### src/rtl/reorder_buffer_pkg.sv
// Shared types and sizing constants for the reorder buffer slice.
package reorder_buffer_pkg;

  localparam int unsigned ROB_DEPTH = 16;
  localparam int unsigned TAG_W     = $clog2(ROB_DEPTH);
  localparam int unsigned ALLOC_W   = 2;
  localparam int unsigned WB_W      = 3;
  localparam int unsigned RETIRE_W  = 3;
  localparam int unsigned RET_CNT_W = $clog2(RETIRE_W + 1);
  localparam int unsigned AREG_W    = 5;
  localparam int unsigned PREG_W    = 6;

  typedef struct packed {
    logic [AREG_W-1:0] ARegAddrDst;
    logic [PREG_W-1:0] PRegAddrDst;
    logic [PREG_W-1:0] OldPRegAddrDst;
  } rename_struct;

  typedef struct packed {
    logic              valid;
    logic [PREG_W-1:0] PRegAddrDst;
    logic [PREG_W-1:0] OldPRegAddrDst;
    logic [AREG_W-1:0] ARegAddrDst;
  } rob_row_struct;

  typedef struct packed {
    logic              valid;
    logic              done;
    logic [AREG_W-1:0] ARegAddrDst;
    logic [PREG_W-1:0] PRegAddrDst;
    logic [PREG_W-1:0] OldPRegAddrDst;
  } rob_entry_struct;

endpackage

### src/rtl/reorder_buffer_retire_select.sv
// Combinational done-prefix finder over the oldest RETIRE_W entries.
module rob_retire_select
  import reorder_buffer_pkg::*;
(
  input  logic [RETIRE_W-1:0]  slot_valid,
  input  logic [RETIRE_W-1:0]  slot_done,
  output logic [RETIRE_W-1:0]  retire_en,
  output logic [RET_CNT_W-1:0] retire_cnt
);

  always_comb begin
    logic run;
    run        = 1'b1;
    retire_en  = '0;
    retire_cnt = '0;
    for (int unsigned i = 0; i < RETIRE_W; i++) begin
      run          = run & slot_valid[i] & slot_done[i];
      retire_en[i] = run;
      if (run) begin
        retire_cnt = retire_cnt + RET_CNT_W'(1);
      end
    end
  end

endmodule

### src/rtl/reorder_buffer.sv
// In-order reorder buffer: 2-wide allocate, 3-port writeback, 3-wide retire.
// Define ROB_FLUSH_EN to add the i_flush port and whole-buffer flush.
module reorder_buffer
  import reorder_buffer_pkg::*;
(
  input  logic             i_clk,
  input  logic             i_rst_n,
`ifdef ROB_FLUSH_EN
  input  logic             i_flush,
`endif
  input  rename_struct     i_rename_data [0:1],
  input  logic [1:0]       i_rename_valid,
  output logic             o_alloc_ready,
  output logic [TAG_W-1:0] o_rob_tag [0:1],
  input  logic [2:0]       i_wb_valid,
  input  logic [TAG_W-1:0] i_wb_tag [0:2],
  output rob_row_struct    o_retire_rows [0:2],
  output logic [TAG_W:0]   o_count
);

  rob_entry_struct      rob_q [ROB_DEPTH];
  rob_entry_struct      rob_d [ROB_DEPTH];
  rob_row_struct        rows_d [RETIRE_W];
  logic [TAG_W:0]       head_q, head_d, tail_q, tail_d;
  logic [TAG_W-1:0]     head_idx, tail_idx;
  logic [RETIRE_W-1:0]  slot_valid, slot_done, retire_en;
  logic [RET_CNT_W-1:0] retire_cnt;
  logic [1:0]           alloc_cnt;
  logic                 alloc_fire;

  assign head_idx = head_q[TAG_W-1:0];
  assign tail_idx = tail_q[TAG_W-1:0];

  // Wrap bit makes the difference correct for both full and empty.
  assign o_count       = tail_q - head_q;
  assign o_alloc_ready = (o_count <= (TAG_W+1)'(ROB_DEPTH - 2));

  assign o_rob_tag[0] = tail_idx;
  assign o_rob_tag[1] = tail_idx + TAG_W'(i_rename_valid[0]);

  assign alloc_cnt  = {1'b0, i_rename_valid[0]} + {1'b0, i_rename_valid[1]};
  assign alloc_fire = o_alloc_ready && (i_rename_valid != '0);

  always_comb begin
    slot_valid = '0;
    slot_done  = '0;
    for (int unsigned i = 0; i < RETIRE_W; i++) begin
      slot_valid[i] = rob_q[head_idx + TAG_W'(i)].valid;
      slot_done[i]  = rob_q[head_idx + TAG_W'(i)].done;
    end
  end

  rob_retire_select u_retire_select (
    .slot_valid (slot_valid),
    .slot_done  (slot_done),
    .retire_en  (retire_en),
    .retire_cnt (retire_cnt)
  );

  always_comb begin
    logic [TAG_W-1:0] idx;
    idx    = '0;
    rob_d  = rob_q;
    head_d = head_q + (TAG_W+1)'(retire_cnt);
    tail_d = tail_q;

    for (int unsigned k = 0; k < WB_W; k++) begin
      if (i_wb_valid[k] && rob_q[i_wb_tag[k]].valid) begin
        rob_d[i_wb_tag[k]].done = 1'b1;
      end
    end

    // Retire clear follows writeback so a redundant writeback cannot revive a retiring slot.
    for (int unsigned i = 0; i < RETIRE_W; i++) begin
      idx       = head_idx + TAG_W'(i);
      rows_d[i] = '0;
      if (retire_en[i]) begin
        rows_d[i].valid          = 1'b1;
        rows_d[i].PRegAddrDst    = rob_q[idx].PRegAddrDst;
        rows_d[i].OldPRegAddrDst = rob_q[idx].OldPRegAddrDst;
        rows_d[i].ARegAddrDst    = rob_q[idx].ARegAddrDst;
        rob_d[idx]               = '0;
      end
    end

    if (alloc_fire) begin
      tail_d = tail_q + (TAG_W+1)'(alloc_cnt);
      for (int unsigned s = 0; s < ALLOC_W; s++) begin
        if (i_rename_valid[s]) begin
          rob_d[o_rob_tag[s]].valid          = 1'b1;
          rob_d[o_rob_tag[s]].done           = 1'b0;
          rob_d[o_rob_tag[s]].ARegAddrDst    = i_rename_data[s].ARegAddrDst;
          rob_d[o_rob_tag[s]].PRegAddrDst    = i_rename_data[s].PRegAddrDst;
          rob_d[o_rob_tag[s]].OldPRegAddrDst = i_rename_data[s].OldPRegAddrDst;
        end
      end
    end

`ifdef ROB_FLUSH_EN
    if (i_flush) begin
      rob_d  = '{default: '0};
      rows_d = '{default: '0};
      head_d = head_q;
      tail_d = head_q;
    end
`endif
  end

  always_ff @(posedge i_clk or negedge i_rst_n) begin
    if (!i_rst_n) begin
      rob_q         <= '{default: '0};
      o_retire_rows <= '{default: '0};
      head_q        <= '0;
      tail_q        <= '0;
    end else begin
      rob_q         <= rob_d;
      o_retire_rows <= rows_d;
      head_q        <= head_d;
      tail_q        <= tail_d;
    end
  end

`ifndef SYNTHESIS
  always_ff @(posedge i_clk) begin
    if (i_rst_n) begin
      for (int unsigned k = 0; k < WB_W; k++) begin
        if (i_wb_valid[k] && !rob_q[i_wb_tag[k]].valid) begin
          $error("reorder_buffer: writeback to invalid entry %0d", i_wb_tag[k]);
        end
      end
    end
  end
`endif

endmodule

### config.mk
export PLATFORM = sky130hd
export DESIGN_NAME = reorder_buffer
export DESIGN_NICKNAME = d
export VERILOG_FILES = /design/src/rtl/reorder_buffer_pkg.sv /design/src/rtl/reorder_buffer_retire_select.sv /design/src/rtl/reorder_buffer.sv
export SDC_FILE = /design/constraint.sdc
export NUM_CORES = 1
export LEC_CHECK = 0
export BUFFER_PORTS_ARGS = -buffer_cell sky130_fd_sc_hd__buf_2
export CAP_MARGIN = 10
export CORE_MARGIN = 4
export CORE_UTILIZATION = 25
export CTS_BUF_LIST = sky130_fd_sc_hd__clkbuf_8
export DETAILED_ROUTE_END_ITERATION = 10
export PLACE_DENSITY_LB_ADDON = 0.05
export RECOVER_POWER = 100
export SLEW_MARGIN = 15
export SYNTH_ARGS = -nofsm -noshare
export SYNTH_HDL_FRONTEND = slang
export SYNTH_SLANG_ARGS = --single-unit
### constraint.sdc
create_clock -name i_clk -period 4.9 [get_ports i_clk]
set_input_delay 0.245 -clock i_clk [delete_from_list [all_inputs] [get_ports i_clk]]
set_output_delay 0.245 -clock i_clk [all_outputs]
set_load 0.005 [all_outputs]
==> results of run 1 <==
==> synthesized netlist by cell type (26+ instances only) <==
| cell | n | area, um^2 |
|---|---|---|
| mux2i_1 | 26 | 260 |
| o21a_1 | 272 | 2040 |
| o22ai_2 | 37 | 463 |
| nand2_1 | 59 | 221 |
| o21ai_0 | 277 | 1390 |
| a21oi_1 | 301 | 1510 |
| clkbuf_1 | 241 | 905 |
| buf_2 | 51 | 255 |
| nor3_1 | 27 | 135 |
| nand3_1 | 33 | 165 |
| mux4_2 | 241 | 5430 |
| and3_1 | 289 | 1810 |
| a211oi_1 | 44 | 330 |
| and2_1 | 37 | 231 |
| dfrtp_1 | 368 | 9210 |
| o22ai_1 | 252 | 1580 |
| inv_1 | 28 | 105 |
| nor2_1 | 30 | 113 |
==> worst min-delay path, stage by stage <==
cell and delay (ns):
buf_2 0.14, nand2_1 0.07, a211oi_1 0.07, a21oi_1 0.15, nor3_1 0.06
==> cell type report <==
cell class,instances,area [um^2]
Clock inverter,36,144
Antenna cell,18,45.0
Inverter,32,128
Clock buffer,113,1560
Sequential cell,368,9220
Timing Repair Buffer,232,1440
Tap cell,1500,1880
Fill cell,11800,80900
Multi-Input combinational cell,2124,17600
==> path summary, 6_finish.rpt <==
path / from / slack (ns) / endpoint
worst min register to register: tail_q[4]$_DFFE_PN0P_ / 0.51 / tail_q[4]$_DFFE_PN0P_
max in group asynchronous: i_rst_n / 1.16 / rob_q[11]$_DFF_PN0_
worst max-delay path: head_q[0]$_DFF_PN0_ / 0.40 / o_retire_rows[34]$_DFF_PN0_
worst min-delay path: i_wb_valid[2] / 0.08 / rob_q[264]$_DFF_PN0_
worst max register to register: head_q[0]$_DFF_PN0_ / 0.40 / o_retire_rows[34]$_DFF_PN0_
min in group asynchronous: i_rst_n / 0.91 / rob_q[254]$_DFF_PN0_
==> flip-flops by register name (all words and copies together) (netlist names) <==
name	flops
head_q	5
o_retire_rows	54
rob_q	304
tail_q	5
==> kinds of logic (layout without fill, tap and decap cells) <==
family                     Yosys count  after routing  share of synthesized area, %
muxes                              272            272                          20.4
and+or+nand+nor                    551            551                          11.4
AOI/OAI and AO/OA                 1264           1264                          28.3
other                                0             18                             0
xor gates and xnor gates            16             16                         0.570
adders and majority gates           21             21                          1.00
buffers and inverters              383            413                          6.14
DFF                                368            368                          32.3
==> per-layer routing <==
metal  vias to the layer above  GRT usage [%]  part of all wire (%)
met5                         -              0                 0.023
met4                         6           10.8                   3.8
met3                       323           6.12                   7.9
met2                      1495           42.4                    47
met1                     14200           34.9                    41
li1                      11200              -                     -
==> metrics by stage <==
step	util, %	std cells	power, mW	worst slack (ns)
2_1_floorplan	-	2875	16.3	1.20
3_3_place_gp	27.0	4248	22.3	0.781
3_5_place_dp	27.0	4248	22.5	0.737
4_1_cts	28.6	4405	26.3	0.731
5_1_grt	28.3	4413	27.5	0.278
6_report	28.4	4423	26.2	0.401
==> what timing repair did <==
item                      4_1_cts  5_1_grt
hold buffers                    8        0
hold endpoints to repair       88        0
resized for setup               0        0
==> report_power, final <==
part	switching [mW]	internal, mW	total (mW)	leakage (nW)
logic	10.8	6.04	16.8	6.81
registers	1.33	4.25	5.58	4.78
clock network	1.70	2.03	3.74	0.994
total	13.8	12.3	26.2	12.6
==> cells in the final DEF (no fill, tap or decap), types with 44 or more instances in the layout <==
master and instances:
clkbuf_1 61, inv_1 57, o21a_1 272, buf_4 76, dfrtp_1 365, buf_2 63
o21ai_0 277, o22ai_1 272, mux4_2 241, and3_1 279, a211oi_1 44, clkbuf_8 113
a21oi_1 301, nand2_1 50
==> metrics.md, run 1 <==
| Metric | Value |
|---|---|
| Final Wtd Congestion | `~0.85` |
| Relative slew slack | `-83.4%` |
| Max Cap Viol | `5` |
| Std cell rows | `123` |
| Share of layout cells above drive strength 1 | `a little over a fifth` |
| Design area | `about 32000 um^2` |
| Top Ports | `121` |
| Hold Path Stages | `5` |
| Via count | `between 20000 and 30000` |
| TritonCTS clock tree | `done` |
| Crit path time final | `around 4.5 ns` |
| TNS Setup | `0 ns` |
| Vias in the first global route | `between 20000 and 30000` |
| Setup-failing EPs final | `0` |
| Mapped Nets | `2949` |
| Crit end category | `flip-flop` |
| CP required | `roughly 5.5 ns` |
| Netlist cell types | `65` |
| Final net count | `~2900` |
| Post-CTS Setup Bufs | `0` |
| Longest Clk Path Bufs | `3` |
| Crit path max fanout | `30` |
| Syn_area_per_cell | `a little under 10 um^2` |
| Antenna Violating Nets Remaining | `0` |
| Top_reg_cell synth | `dfrtp_1` |
| Levels on crit path | `10` |
| Number of flops mapped to enable cells by yosys | `0` |
| # DRC | `0` |
| Worst min path class | `input pin to flip-flop` |
| H-tree depth | `3` |
| FF-to-FF path depth | `10` |
| Failing checks | `max-capacitance violations, max-slew violations` |
| Seq/Total Area, Yosys | `32.3%` |
| Grt ovf | `0` |
| Die Ht | `346 um` |
| Clock-pin slew on the worst setup and hold paths | `about 0.060 ns` |
| WP buf/inv | `3` |
| Drt pass-1 iters | `5` |
| First-pass GRT wire length | `approximately 230000 um` |
| CP arrival | `approximately 5 ns` |
| Routed WL | `between 150000 and 200000 um` |
| Die Wd | `346 um` |
| Clk_skew | `approximately 0.025 ns` |
| YS warnings | `0` |
| VDD IR max | `roughly 0.65 mV` |
| Crit start category | `flip-flop` |
| Synthesized area | `about 29000 um^2` |
| Core area | `around 110000 um^2` |
| Area after DPL | `roughly 31000 um^2` |
| Antenna violations before repair | `45` |
| Async S/R FF share, synth | `100%` |
| Final worst-path cycle share | `around nine tenths` |
| Final Hold Vio Count | `0` |
| Starting Density | `between 20% and 30%` |
| Power density over the cells | `817 nW/um^2` |
| Area growth from synthesis to layout | `12.3%` |
| Top Family by Delay on Critical Path | `buffers and inverters` |
| Worst path max stage delay | `0.69 ns` |
| Worst-skew pair later-pin latency | `around 0.73 ns` |
| Cell chosen for the clock root | `clkbuf_8` |
| Port bufs | `120` |
| Hpwl dp | `approximately 97000 um` |
| FF+latch count, synth | `roughly 370` |
| Crit path kind | `flip-flop to flip-flop` |
| Gate Count Post-Synth | `about 2900` |
| Vias per cell | `6.16` |
| Mean routed wirelength per cell | `about 37 um` |
| Crit-path cells | `inv_1, ha_4, nand4b_1, and4_1, o2bb2ai_2, or2_2, nand2_4, clkbuf_2, a211oi_1, clkbuf_1` |
| DIE AREA | `between 100000 and 150000 um^2` |
| Worst Hold Slack | `~0.08 ns` |
| FMAX | `~220 MHz` |
| Lkg Pwr | `between 10 and 15 nW` |
| Largest net degree at the start of global routing | `around 170` |
| CTS Buf Count | `85` |
| Fin. max-slew vios | `240` |
| RSZ-0062 raised after global routing | `no` |
| CTS Sinks | `368` |
| CP max-delay cell | `ha_4` |
| Slew @ Worst Pin | `~2.8 ns` |
| DR iter-0 viols | `approximately 3400` |
| Status | `finished with violations` |
| Tot GR Track Use | `26.6%` |
No activity file was read; power rests on OpenSTA's default activity.
==> inputs of run 2 (changes only) <==
--- a/config.mk
+++ b/config.mk
@@ -7,6 +7,7 @@
 export LEC_CHECK = 0
 export BUFFER_PORTS_ARGS = -buffer_cell sky130_fd_sc_hd__buf_2
 export CAP_MARGIN = 10
+export CORE_ASPECT_RATIO = 1.1
 export CORE_MARGIN = 4
 export CORE_UTILIZATION = 25
 export CTS_BUF_LIST = sky130_fd_sc_hd__clkbuf_8
==> constraint.sdc (replaced) <==
create_clock -name i_clk -period 4.75 [get_ports i_clk]
set_input_delay 0.2375 -clock i_clk [delete_from_list [all_inputs] [get_ports i_clk]]
set_output_delay 0.2375 -clock i_clk [all_outputs]
set_load 0.005 [all_outputs]
==> run 2 against run 1 <==
Compared with the run above:
- the run still ends with max-capacitance violations, max-slew violations left
- clock power is 5% higher
- non-clock buffer count is 13 higher
- final cell count up 0.57%
- power is 5.6% higher
- hold slack better by 0.0064 ns
- clock-buffer cell count fell by 4
- critical path depth shrank 4
- cell area up 0.78%
- routed wire length rose by 2.2%
- first-iteration DRC count grew 7.6%
- global-route usage increased by 0.73 points
- largest power group unchanged
- highest routed layer unchanged
==> metrics.md, run 2 (synthesis results as in run 1) <==
| Metric | Value |
|---|---|
| Area growth from synthesis to layout | `13.1%` |
| Fin. max-slew vios | `between 200 and 300` |
| Die Wd | `between 300 and 400 um` |
| DIE AREA | `around 120000 um^2` |
| Top Ports | `121` |
| Area after DPL | `a little over 30000 um^2` |
| Crit path max fanout | `25` |
| Worst Hold Slack | `around 0.085 ns` |
| Final Wtd Congestion | `between 0.8 and 0.9` |
| Commonest cells after routing, fill and taps aside | `dfrtp_1, a21oi_1, and3_1, o21ai_0, o21a_1` |
| Relative slew slack | `-74.2%` |
| Port bufs | `120` |
| Crit end category | `flip-flop` |
| RSZ-0062 raised after global routing | `no` |
| Vias per cell | `between 6 and 7` |
| Finished Core Util | `between 20 and 30%` |
| Largest net degree at the start of global routing | `~140` |
| Clock-pin slew on the worst setup and hold paths | `0.06 ns` |
| CTS Sinks | `368` |
| Total Power | `roughly 28 mW` |
| CP required | `around 5.4 ns` |
| VDD IR max | `about 0.94 mV` |
| Worst-skew pair later-pin latency | `~0.74 ns` |
| Core area | `about 110000 um^2` |
| Tot GR Track Use | `a little over a quarter` |
| Worst path max stage delay | `1.57 ns` |
| # fillers | `about 12000` |
| Worst min path class | `input pin to flip-flop` |
| Die Ht | `about 360 um` |
| Setup-failing EPs final | `0` |
| Crit-path cells | `clkbuf_1, nand2b_1, o211ai_1, and3_1, a21oi_1, o22ai_1` |
| Slew @ Worst Pin | `2.61 ns` |
| Antenna violations before repair | `between 40 and 50` |
| H-tree depth | `3` |
| CTS resizes | `0` |
| Routed WL | `between 150000 and 200000 um` |
| Commonest non-fill, non-tap cell in the layout | `dfrtp_1` |
| Largest regs | `rob_q x304, o_retire_rows x54` |
| # DRC | `0` |
| Cell chosen for the clock root | `clkbuf_8` |
| FMAX | `230 MHz` |
| Std cell rows | `approximately 130` |
| Final Hold Vio Count | `0` |
| Hpwl dp | `slightly above 100000 um` |
| TritonCTS clock tree | `done` |
| FF/Latch Area | `slightly above 9000 um^2` |
| Post-CTS Setup Bufs | `0` |
| Multi-input combinational cell area | `approximately 18000 um^2` |
| Via count | `about 27000` |
| Biggest register | `rob_q` |
| Drt pass-1 iters | `8` |
| Crit path kind | `flip-flop to flip-flop` |
| CP max-delay cell | `and3_1` |
| Clk_skew | `0.0446 ns` |
| Final net count | `between 2000 and 3000` |
| Status | `finished with violations` |
| Crit start category | `flip-flop` |
| Grt ovf | `0` |
| Mean routed wirelength per cell | `37.6 um` |
| Max Cap Viol | `5` |
| CTS Buf Count | `80` |
| Longest Clk Path Bufs | `3` |
| TNS Setup | `0 ns` |
| DR iter-0 viols | `roughly 3600` |
| Lkg Pwr | `about 13 nW` |
| Antenna Violating Nets Remaining | `0` |
| Share of layout cells above drive strength 1 | `around 22%` |
| Design area | `32300 um^2` |
| Starting Density | `around a quarter` |
| Max FFs per register | `304` |
| Failing checks | `max-capacitance violations, max-slew violations` |
| Crit path time final | `4.35 ns` |
| CP arrival | `around 5 ns` |
| Final worst-path cycle share | `91.5%` |
| Power density over the cells | `856 nW/um^2` |
| Vias in the first global route | `about 26000` |
| First-pass GRT wire length | `roughly 230000 um` |
[run 2: changes by cell type in the layout (fill, tap and decap cells not counted), moves of 4 or more]
cell | before | now
buf_2 | 63 | 67
buf_4 | 76 | 87
clkbuf_8 | 113 | 109
clkinv_2 | 7 | 11
diode_2 | 18 | 28
inv_1 | 57 | 49
o22ai_1 | 272 | 258
o22ai_2 | 17 | 31
[run 2: path summary, 6_finish.rpt]
kind                                  startpoint                    end  slack (ns)  cells after the start
min in group asynchronous                i_rst_n   rob_q[303]$_DFF_PN0_        0.77                      2
setup reg to reg           tail_q[2]$_DFFE_PN0P_   rob_q[224]$_DFF_PN0_        0.40                      6
setup / recovery           tail_q[2]$_DFFE_PN0P_   rob_q[224]$_DFF_PN0_        0.40                      6
max in group asynchronous                i_rst_n    rob_q[69]$_DFF_PN0_        1.13                      3
hold reg to reg            tail_q[4]$_DFFE_PN0P_  tail_q[4]$_DFFE_PN0P_        0.50                      1
hold / removal                     i_wb_valid[2]   rob_q[207]$_DFF_PN0_        0.08                      5
[run 2: timing repair]
item / CTS / global route
endpoints found under the setup margin: 0 / 0
hold buffers: 9 / 0
endpoints found under the hold margin: 79 / 0
[run 2: final cells by class]
class                           count  share of cell area (%)
Multi-Input combinational cell   2124                    54.8
Sequential cell                   368                    28.6
Tap cell                         1506                    5.84
Timing Repair Buffer              245                    4.91
Clock buffer                      109                    4.65
Clock inverter                     36                   0.651
Inverter                           32                   0.395
Antenna cell                       28                   0.217
[run 2: critical path: cells and delay by family (launching register included)]
| kind | cells | cell delay, ns |
|---|---|---|
| compound gates | 3 | 1.07 |
| buf+inv | 1 | 1.04 |
| simple gates | 2 | 1.79 |
| flops | 1 | 0.32 |
[run 2: where the power goes]
part | internal [mW] | switching [mW] | total [mW]
sequential | 4.38 | 1.45 | 5.82
combinational | 6.41 | 11.5 | 17.9
clock | 2.14 | 1.77 | 3.92
[run 2: metrics by stage]
step / instances / worst slack, ns
after floorplan: 2875 / 1.05
after global placement: 4266 / 0.942
after detailed placement: 4266 / 0.890
after CTS: 4420 / 0.872
after global routing: 4439 / 0.324
final: 4448 / 0.402
[run 2: layer usage]
layer,track usage [%],vias up,share of wire (%)
li1,-,11200,-
met1,34.9,14200,40
met2,42.6,1549,46
met3,6.76,378,8.7
met4,14.4,2,5.3
met5,1.13,-,0.0096
